[src/rtl/imm_encoder.sv]
// Inverse of the immediate extender: turns a 32-bit constant into one
// (imm, eop) beat, or a lui/ori pair when no single extender mode reproduces it.
module imm_encoder #(
  parameter bit ENABLE_SHIFT = 1'b1,
  parameter int CNT_W        = 16
) (
  input  logic             clk,
  input  logic             reset,
  input  logic             in_valid,
  output logic             in_ready,
  input  logic [31:0]      in_value,
  output logic             out_valid,
  input  logic             out_ready,
  output logic [15:0]      out_imm,
  output logic [1:0]       out_eop,
  output logic             out_last,
  output logic             out_split,
  output logic [CNT_W-1:0] single_cnt,
  output logic [CNT_W-1:0] split_cnt
);

  typedef enum logic [1:0] {IDLE, EMIT1, EMIT2} state_t;

  state_t      state, state_next;
  logic [15:0] held_lo;
  logic        accept, out_fire;

  logic        fit_sign, fit_zero, fit_upper, fit_shift;
  logic [15:0] enc_imm;
  logic [1:0]  enc_eop;
  logic        enc_single;

  assign in_ready  = (state == IDLE);
  assign out_valid = (state != IDLE);
  assign accept    = in_valid && in_ready;
  assign out_fire  = out_valid && out_ready;

  // Mode selection: first matching extender mode wins; otherwise beat 1 of a split.
  always_comb begin
    fit_sign   = (&in_value[31:15]) || (~|in_value[31:15]);
    fit_zero   = ~|in_value[31:16];
    fit_upper  = ~|in_value[15:0];
    fit_shift  = ENABLE_SHIFT && (in_value[1:0] == 2'b00) &&
                 (in_value[31:17] == {15{in_value[17]}});
    enc_imm    = in_value[31:16];
    enc_eop    = 2'b10;
    enc_single = 1'b1;
    if (fit_sign) begin
      enc_imm = in_value[15:0];
      enc_eop = 2'b00;
    end else if (fit_zero) begin
      enc_imm = in_value[15:0];
      enc_eop = 2'b01;
    end else if (fit_upper) begin
      enc_imm = in_value[31:16];
      enc_eop = 2'b10;
    end else if (fit_shift) begin
      enc_imm = in_value[17:2];
      enc_eop = 2'b11;
    end else begin
      enc_single = 1'b0;
    end
  end

  always_comb begin
    state_next = state;
    case (state)
      IDLE:    if (accept) state_next = EMIT1;
      EMIT1:   if (out_fire) state_next = out_last ? IDLE : EMIT2;
      EMIT2:   if (out_fire) state_next = IDLE;
      default: state_next = IDLE;
    endcase
  end

  always_ff @(posedge clk) begin
    if (reset) state <= IDLE;
    else       state <= state_next;
  end

  // Output beat registers, held low half for the ori beat, and saturating statistics.
  always_ff @(posedge clk) begin
    if (reset) begin
      held_lo    <= '0;
      out_imm    <= '0;
      out_eop    <= '0;
      out_last   <= 1'b0;
      out_split  <= 1'b0;
      single_cnt <= '0;
      split_cnt  <= '0;
    end else if (accept) begin
      held_lo   <= in_value[15:0];
      out_imm   <= enc_imm;
      out_eop   <= enc_eop;
      out_last  <= enc_single;
      out_split <= ~enc_single;
      if (enc_single) begin
        if (single_cnt != '1) single_cnt <= single_cnt + CNT_W'(1);
      end else begin
        if (split_cnt != '1) split_cnt <= split_cnt + CNT_W'(1);
      end
    end else if ((state == EMIT1) && out_fire && !out_last) begin
      out_imm   <= held_lo;
      out_eop   <= 2'b01;
      out_last  <= 1'b1;
      out_split <= 1'b1;
    end
  end

endmodule
[config.mk]
export PLATFORM = sky130hd
export DESIGN_NAME = imm_encoder
export DESIGN_NICKNAME = d
export VERILOG_FILES = /design/src/rtl/imm_encoder.sv
export SDC_FILE = /design/constraint.sdc
export NUM_CORES = 1
export LEC_CHECK = 0
export ABC_CLOCK_PERIOD_IN_PS = 5000
export BUFFER_PORTS_ARGS = -buffer_cell sky130_fd_sc_hd__buf_4
export CORE_MARGIN = 5
export CORE_UTILIZATION = 50
export DETAILED_ROUTE_END_ITERATION = 7
export GPL_TIMING_DRIVEN = 0
export PLACE_DENSITY = 0.75
export SYNTH_ARGS = -nofsm -noshare
export SYNTH_HDL_FRONTEND = slang
export SYNTH_SLANG_ARGS = --single-unit
[constraint.sdc]
create_clock -name clk -period 5 [get_ports clk]
set_clock_uncertainty 0.05 [all_clocks]
set_input_delay 0.5 -clock clk [delete_from_list [all_inputs] [get_ports clk]]
set_output_delay 0.5 -clock clk [all_outputs]
set_load 0.03 [all_outputs]
==> results of run 1 <==
per-stage QoR:
step	instance area, sq um	instances	utilization [%]	hold WS (ns)	setup WS (ns)
2_1_floorplan	3761	455	-	0.3819	2.447
3_3_place_gp	4546	642	62.34	0.3882	2.005
3_5_place_dp	4546	642	62.34	0.3940	2.007
4_1_cts	4743	658	65.05	0.3242	2.374
5_1_grt	4743	658	65.05	0.3411	2.153
6_report	4743	658	65.05	0.3293	2.344
worst max-delay path: stages:
cell	delay [ns]
buf_4	0.12
or4_4	0.53
nor2_1	0.11
a21oi_1	0.14
o41ai_2	0.62
buf_2	0.34
buf_2	0.25
o21ai_0	0.12
a21oi_1	0.15
cells by family after synthesis:
logic type	Yosys count	share of synthesized area, %
AND/OR/NAND/NOR	207	28.51
flip-flops	70	37.26
adder cells (fa/ha/maj)	4	1.331
multiplexers	35	9.947
AO/OA/AOI/OAI	103	18.93
buffers and inverters	36	4.025
per-layer routing:
layer	wire length [microns]	vias to the layer above	share of wire [%]	GRT usage [%]
li1	-	1901	-	-
met1	4927	1869	43	31.59
met2	5329	184	47	37.37
met3	955	19	8.3	6.187
met4	234	0	2.0	8.639
met5	0	-	0	0
path summary, 6_finish.rpt:
path                            from                        end  depth (start not counted)
max                     in_value[24]  split_cnt[1]$_SDFFE_PP0P_                          9
min                        out_ready      state[0]$_SDFFE_PP0P_                          2
max reg2reg    state[0]$_SDFFE_PP0P_    held_lo[3]$_SDFFE_PP0P_                          7
min reg2reg  held_lo[8]$_SDFFE_PP0P_    held_lo[8]$_SDFFE_PP0P_                          2
cell type report:
type                       count  area [sq um]
fill                         663          2549
multi-input combinational    349          2208
sequential                    70          1401
timing repair buffer          88         660.6
buffer                        30         128.9
clock buffer                   9         123.9
tap                           99         123.9
clock inverter                 7         73.82
inverter                       6         22.52
cells in the final DEF, fill, tap and decap left out, types with 3 or more instances in the layout:
| cell | instances |
|---|---|
| nand4_1 | 19 |
| and3_1 | 10 |
| nand3_1 | 20 |
| nand2b_1 | 4 |
| nor3_1 | 6 |
| buf_4 | 89 |
| nand2_1 | 44 |
| ha_1 | 4 |
| nor2_1 | 49 |
| nor4_1 | 9 |
| o32ai_1 | 15 |
| or4_1 | 3 |
| a21oi_1 | 43 |
| mux2_2 | 14 |
| o31ai_1 | 3 |
| a221oi_1 | 15 |
| inv_1 | 6 |
| mux2_1 | 5 |
| and2_1 | 3 |
| buf_2 | 4 |
| clkbuf_8 | 9 |
| o21ai_0 | 8 |
| dfxtp_1 | 70 |
| or3_1 | 9 |
| clkbuf_1 | 21 |
| nor2b_1 | 19 |
| a211oi_1 | 7 |
| mux2i_1 | 16 |
| buf_1 | 3 |
state kept, by name, summed over array words and instances, names as in the netlist:
signal,cells
split_cnt,16
out_eop,2
state,2
out_last,1
held_lo,16
out_split,1
single_cnt,16
out_imm,16
power groups by stage:
stage                     Sequential [uW]  Combinational, uW  Clock, uW
after floorplan                       662                108          0
after global placement                620                254          0
after detailed placement              622                259          0
after CTS                             608                260        473
after global routing                  613                280        499
final                                 609                261        470
==> summary by stage, run 1 <==
Power
Sequential cells account for 45.5% of the total power. In this run the static leakage power is 0.001831 uW. The total power draw is 1339 uW. The power density over the cells is 282.3 nW/um^2.

The total internal power is 916.3 uW. The largest voltage drop on the vdd net is 0.1824 mV. In this run the power spent charging and discharging nets is 422.5 uW. In this run, the clock network consumes 35.1% of the power. The share of total power dissipated in combinational logic is 19.5%.

The net switching fraction of the power is 31.56%.

Synthesis
The most used standard cell by instance count after synthesis is dfxtp_1. In this run, synthesis inferred 0 flip-flops with an integrated enable. The flip-flop and latch count after synthesis is 70. When the netlist entered floorplanning its net count stood at 495. The number of distinct library cell variants in the gate-level netlist after synthesis is 48. The combined area of all synthesized cells is 3761 sq um. The proportion of synthesized flip-flops having asynchronous set or reset is 0%. The mean instance size in the synthesized netlist is 8.266 sq um. Yosys attributes the largest share of cell area to dfxtp_1 37%, a21oi_1 5.7%, nor2_1 4.9%. The largest total area in the synthesized netlist belongs to dfxtp_1. During synthesis, Yosys emitted a total of 0 warnings. The post-synthesis sequential area ratio is 37.26%. The gate count of the mapped netlist is 455.

Among all flip-flop cells after synthesis, the most frequent one is dfxtp_1. The share of synthesized area in the top cell type comes to 37.26%. Ranked by instance count, the synthesized netlist is headed by 70 x dfxtp_1, 49 x nor2_1, 44 x nand2_1.

STA
Setup violations remaining at the end of the flow were counted as 0. The number of endpoints with negative hold slack in the final report came to 0. The slew of the pin with the lowest slew margin is 0.7237 ns. In the final timing run, aggregate negative setup slack is 0 ns. Counting I/O delays and the setup requirement, the final critical path takes 2.656 ns. Measured against its own limit, the worst slew margin works out to 51.22%. For this run, the top clock speed supported by timing is 0.3765 GHz. The max-slew violation count is 0. In the finished design, the share of the clock period the worst path needs comes to 53.12%.

Setup repair after global routing left no endpoint under its margin.

GRT
Summed over all layers, the global routing overflow is 0. The number of antenna violations at the first check in global routing is 0. The wire length of the first global-routing pass is 18710 microns. The total global-route track usage is 23.84%. The via count of the first global-routing pass is 3774. The maximum number of pins on one net before global-route repair is 14.

CTS
The CTS tree is yes. The clock drives 70 sinks. After clock tree synthesis, the clock-pin slew on the worst setup and hold paths is 0.07 ns. The clock latency on the worst-skew pair is 0.36 ns.

Post-CTS timing repair inserted 0 buffers for setup. In this run, post-CTS hold repair placed 0 buffers. Clock tree synthesis selected as its root buffer the cell clkbuf_8. The maximum root-to-sink buffer count is 2. The number of instances resized during post-cts repair is 0. The depth of the CTS H-tree is 3. In this run, CTS created clock tree buffers numbering 9.

Floorplan
Measured along the y axis, the die boundary spans 96.73 microns. The boundary pin count is 90. The starting density of the core is 51.58%. The overall die width is 96.73 microns. The die area is 9357 sq um. The total number of placement rows is 31.

The region available for standard cell placement spans 7292 sq um.

Worst setup path
The maximum fanout encountered on the critical timing path is 10. The data required time at the worst endpoint is 5.23 ns. For the worst setup path, the data arrival time is 2.89 ns. The worst setup path is of the primary input to flip-flop kind. STA classifies the critical path endpoint as a flip-flop.

The worst setup path is launched from a primary input. The worst-case register-to-register setup slack is 2.45 ns.

Route
Once detail routing completed, the nets flagged for antenna violations numbered 0. The starting DRC count in detailed routing is 204. The number of detailed-routing iterations run before antenna repair is 5. The total number of vias is 3973. The count of unresolved DRC violations after routing is 0. In the final routed layout, each cell accounts on average for 17.40 microns. In the routed layout, each cell is associated on average with a via count of 6.038.

The overall routed net length is 11450 microns.

Job
The tool flagged a number of max-cap violations equal to 0.

Final layout
The number of antenna diodes is 0. Cells with a size suffix above 1 make up 24.15% of the layout. The synthesis-to-finish area growth is 26.11%. The layout net count is 594.

Min path
In this run the worst hold path is classified as primary input to flip-flop.

Placement
The half-perimeter wire length of the detailed placement result is 8449 microns. The routability-driven placement congestion ratio is 0.9123. The number of port buffers is 88.

Run status
The flow ran to the end, and the final reports show no timing, DRC or antenna violations.
Power figures use the tool's default switching activity.
==> inputs of run 2 (changes only) <==
==> config.mk (replaced) <==
export PLATFORM = sky130hd
export DESIGN_NAME = imm_encoder
export DESIGN_NICKNAME = d
export VERILOG_FILES = /design/src/rtl/imm_encoder.sv
export SDC_FILE = /design/constraint.sdc
export NUM_CORES = 1
export LEC_CHECK = 0
export ABC_CLOCK_PERIOD_IN_PS = 2400
export BUFFER_PORTS_ARGS = -buffer_cell sky130_fd_sc_hd__buf_4
export CORE_MARGIN = 5
export CORE_UTILIZATION = 49
export DETAILED_ROUTE_END_ITERATION = 7
export GPL_TIMING_DRIVEN = 0
export PLACE_DENSITY = 0.77
export SYNTH_ARGS = -nofsm -noshare
export SYNTH_HDL_FRONTEND = slang
export SYNTH_SLANG_ARGS = --single-unit
==> constraint.sdc (replaced) <==
create_clock -name clk -period 2.4 [get_ports clk]
set_clock_uncertainty 0.05 [all_clocks]
set_input_delay 0.24 -clock clk [delete_from_list [all_inputs] [get_ports clk]]
set_output_delay 0.24 -clock clk [all_outputs]
set_load 0.03 [all_outputs]
==> summary by stage, run 2 (synthesis gave the netlist of run 1 again) <==
Worst setup path
The critical-path cell with the highest stage delay is or4_4. The peak per-stage delay on the critical path is 0.55 ns (-0.07 ns). The data required time at the worst endpoint came to 2.59 ns (-2.64 ns). In this run the worst setup path terminates at out_imm[7]$_SDFFE_PP0P_. In this design, the critical path's most frequently occurring cell is buf_4. The logic depth of the worst register-to-register path is 7 (unchanged). The worst endpoint data arrival time is 2.52 ns (-0.37 ns). The beginning of the worst register-to-register path is single_cnt[0]$_SDFFE_PP0P_. The critical path starts at in_value[24]. The signal on the critical path passes through buf_4 > or4_4 > nor4_4 > a21oi_2 > nor2_4 > buf_4 > a221oi_1 > o32ai_1. The setup path with the least slack is of type primary input to flip-flop.

The maximum fanout encountered on the critical timing path is 10 (unchanged). The endpoint of the worst register-to-register path is single_cnt[14]$_SDFFE_PP0P_. The startpoint class of the critical path is a primary input. The worst setup path is captured at a flip-flop. The worst-case register-to-register setup slack came to 0.15 ns (-2.30 ns).

Final layout
The layout net count came to 594 (unchanged). The most common cell after layout, fill and taps aside is buf_4. The final cell utilization of the core is 64.26% (-0.79 points).

The ratio of cells with drive above 1 in the final layout came to 26.48% (+2.3 points). Leaving out fill and tap cells, the most frequent cells in the layout are 89 x buf_4, 68 x dfxtp_1, 48 x nor2_1. The number of antenna diodes is 0 (unchanged).

Compared with the post-synthesis result, the final layout area differs by 29.97%.

Power
The reported net switching power is 850.3 uW (+100%). The sequential cell fraction of total power is 40.0% (-5.5 points). The power density over the cells is 650.5 nW/um^2 (+130%). The total internal power is 2330 uW (+150%). The fraction of power consumed by combinational cells is 17.4% (-2.1 points).

The largest voltage drop on the vdd net was 0.3802 mV (+110%). The leakage power summed over all cells came to 0.001913 uW (+4.5%). The clock share of power is 42.6% (+7.5 points). The total power draw was 3180 uW (+140%).

The net switching fraction of the power is 26.74% (-4.8 points).

Placement
The half-perimeter wire length of the detailed placement result is 8594 microns (+1.7%). The routability-driven placement congestion ratio came to 0.9468 (+3.8%). The number of port buffers was 88 (unchanged).

STA
The slew of the pin with the lowest slew margin is 0.7768 ns (+0.05304 ns). The headroom to the max-slew limit is 47.74% (-3.5 points). The number of endpoints with negative hold slack in the final report is 0 (unchanged). The count of endpoints failing setup in the final report is 0 (unchanged). The max-slew violation count is 0 (unchanged). The portion of the clock cycle consumed by the worst path in the final layout is 97.06%. Derived from the worst setup path, the maximum achievable clock frequency is 0.4293 GHz. The worst path needs 2.329 ns of the cycle, external delays included.

Route
The total number of vias came to 4080 (+2.7%). The average wire length per cell after detail routing is 18.02 microns (+3.6%). The count of unresolved DRC violations after routing is 0 (unchanged). The number of detailed-routing iterations run before antenna repair is 5 (unchanged). The number of routed nets with antenna violations came to 0 (unchanged). The detail-routed via count per cell was 6.172 (+2.2%). The starting DRC count in detailed routing is 276 (+35%). The overall routed net length is 11910 microns (+4.1%).

GRT
The total global-route track usage is 24.32% (+0.48 points). The global-route met2 utilization came to 40.96% (+3.6 points). The number of antenna violations at the first check in global routing is 0 (unchanged). The met1 capacity usage during global routing is 30.13% (-1.5 points). The maximum number of pins on one net before global-route repair is 13 (-1). The via count of the first global-routing pass came to 3924 (+4.0%).

The met3 track utilization from global routing was 6.461% (+0.27 points). In this run the most used layer during global routing was met2. The wire length of the first global-routing pass is 19290 microns (+3.1%). The global route total overflow is 0 (unchanged).

Job
The max-capacitance violation count is 0 (unchanged).

CTS
The CTS tree is yes. The clock latency on the worst-skew pair was 0.34 ns (-0.02 ns). The depth of the CTS H-tree is 3 (unchanged). The root buffer cell is clkbuf_8. The post-CTS clock slew at the launch and capture registers of the worst setup and hold paths came to 0.08 ns (about the same).

The number of clock buffers inserted by TritonCTS was 9 (unchanged). The maximum root-to-sink buffer count came to 2 (unchanged). The hold buffer count at cts is 0 (unchanged). The clock sink count is 70 (unchanged).

Floorplan
The die area is 9528 sq um (+1.8%). The total number of placement rows is 32 (+3.2%). The area inside the core boundary is 7607 sq um (+4.3%).

The boundary pin count came to 90 (unchanged). The y dimension of the die was 97.61 microns (+0.91%). The starting density of the core came to 49.44% (-2.1 points). The overall die width is 97.61 microns (+0.91%).

Min path
The class of the tightest hold or removal check is primary input to flip-flop.

Run status
The run finished with clean final reports.
-- run 2: cell types whose count changed in the layout (fill, tap and decap cells not counted), sizes merged --
| cell | before | now |
|---|---|---|
| buf | 97 | 95 |
| bufinv | 1 | 5 |
| clkbuf | 30 | 33 |
| clkinv | 4 | 0 |
| inv | 7 | 6 |
-- run 2: metal layers --
layer,wire [microns],vias up
li1,-,1899
met1,4804,1935
met2,5804,216
met3,1045,30
met4,258,0
met5,0,-
-- run 2: layout make-up --
type / instances / area, sq um
Timing Repair Buffer: 88 / 660.6
Inverter: 6 / 22.52
Tap cell: 102 / 127.6
Fill cell: 657 / 2719
Buffer: 30 / 137.6
Clock inverter: 6 / 157.7
Clock buffer: 10 / 127.6
Sequential cell: 70 / 1404
Multi-Input combinational cell: 349 / 2251
-- run 2: power by group through the flow --
stage | sequential, uW | clock [uW] | combinational (uW)
floorplan | 1380 | 0 | 226
global placement | 1290 | 0 | 529
detailed placement | 1300 | 0 | 540
CTS | 1270 | 1370 | 543
global route | 1280 | 1430 | 596
finish | 1270 | 1360 | 553
-- run 2: repair_timing --
item,CTS,global route
setup buffers,0,0
gates resized for setup,2,17
setup endpoints to repair,11,40
hold endpoints to repair,0,0
-- run 2: worst max-delay path: cells and delay by family --
kind	cells	cell delay [ns]
AND/OR/NAND/NOR	3	1.26
buffers and inverters	2	0.34
AO/OA/AOI/OAI	3	0.67
-- run 2: worst min-delay path by stage --
stage                                       start  cells past startpoint  slack [ns]                       to
final                                   out_ready                      2        0.07    state[0]$_SDFFE_PP0P_
after global routing                    out_ready                      2        0.06    state[0]$_SDFFE_PP0P_
after CTS                               out_ready                      2        0.07    state[0]$_SDFFE_PP0P_
after detailed placement  held_lo[7]$_SDFFE_PP0P_                      2        0.39  held_lo[7]$_SDFFE_PP0P_
after global placement    held_lo[5]$_SDFFE_PP0P_                      2        0.39  held_lo[5]$_SDFFE_PP0P_
after floorplan                         out_ready                      1        0.31    state[0]$_SDFFE_PP0P_
-- run 2: through the flow --
| step | std cells | setup WS, ns | hold WS, ns | area [sq um] | TNS, ns |
|---|---|---|---|---|---|
| floorplan | 455 | 0.1065 | 0.3065 | 3764 | 0 |
| global placement | 645 | -0.3556 | 0.3891 | 4552 | -9.347 |
| detailed placement | 645 | -0.3729 | 0.3940 | 4552 | -11.19 |
| CTS | 661 | 0.008469 | 0.06672 | 4847 | 0 |
| global route | 661 | -0.01021 | 0.05793 | 4888 | -0.01408 |
| finish | 661 | 0.07058 | 0.06925 | 4888 | 0 |
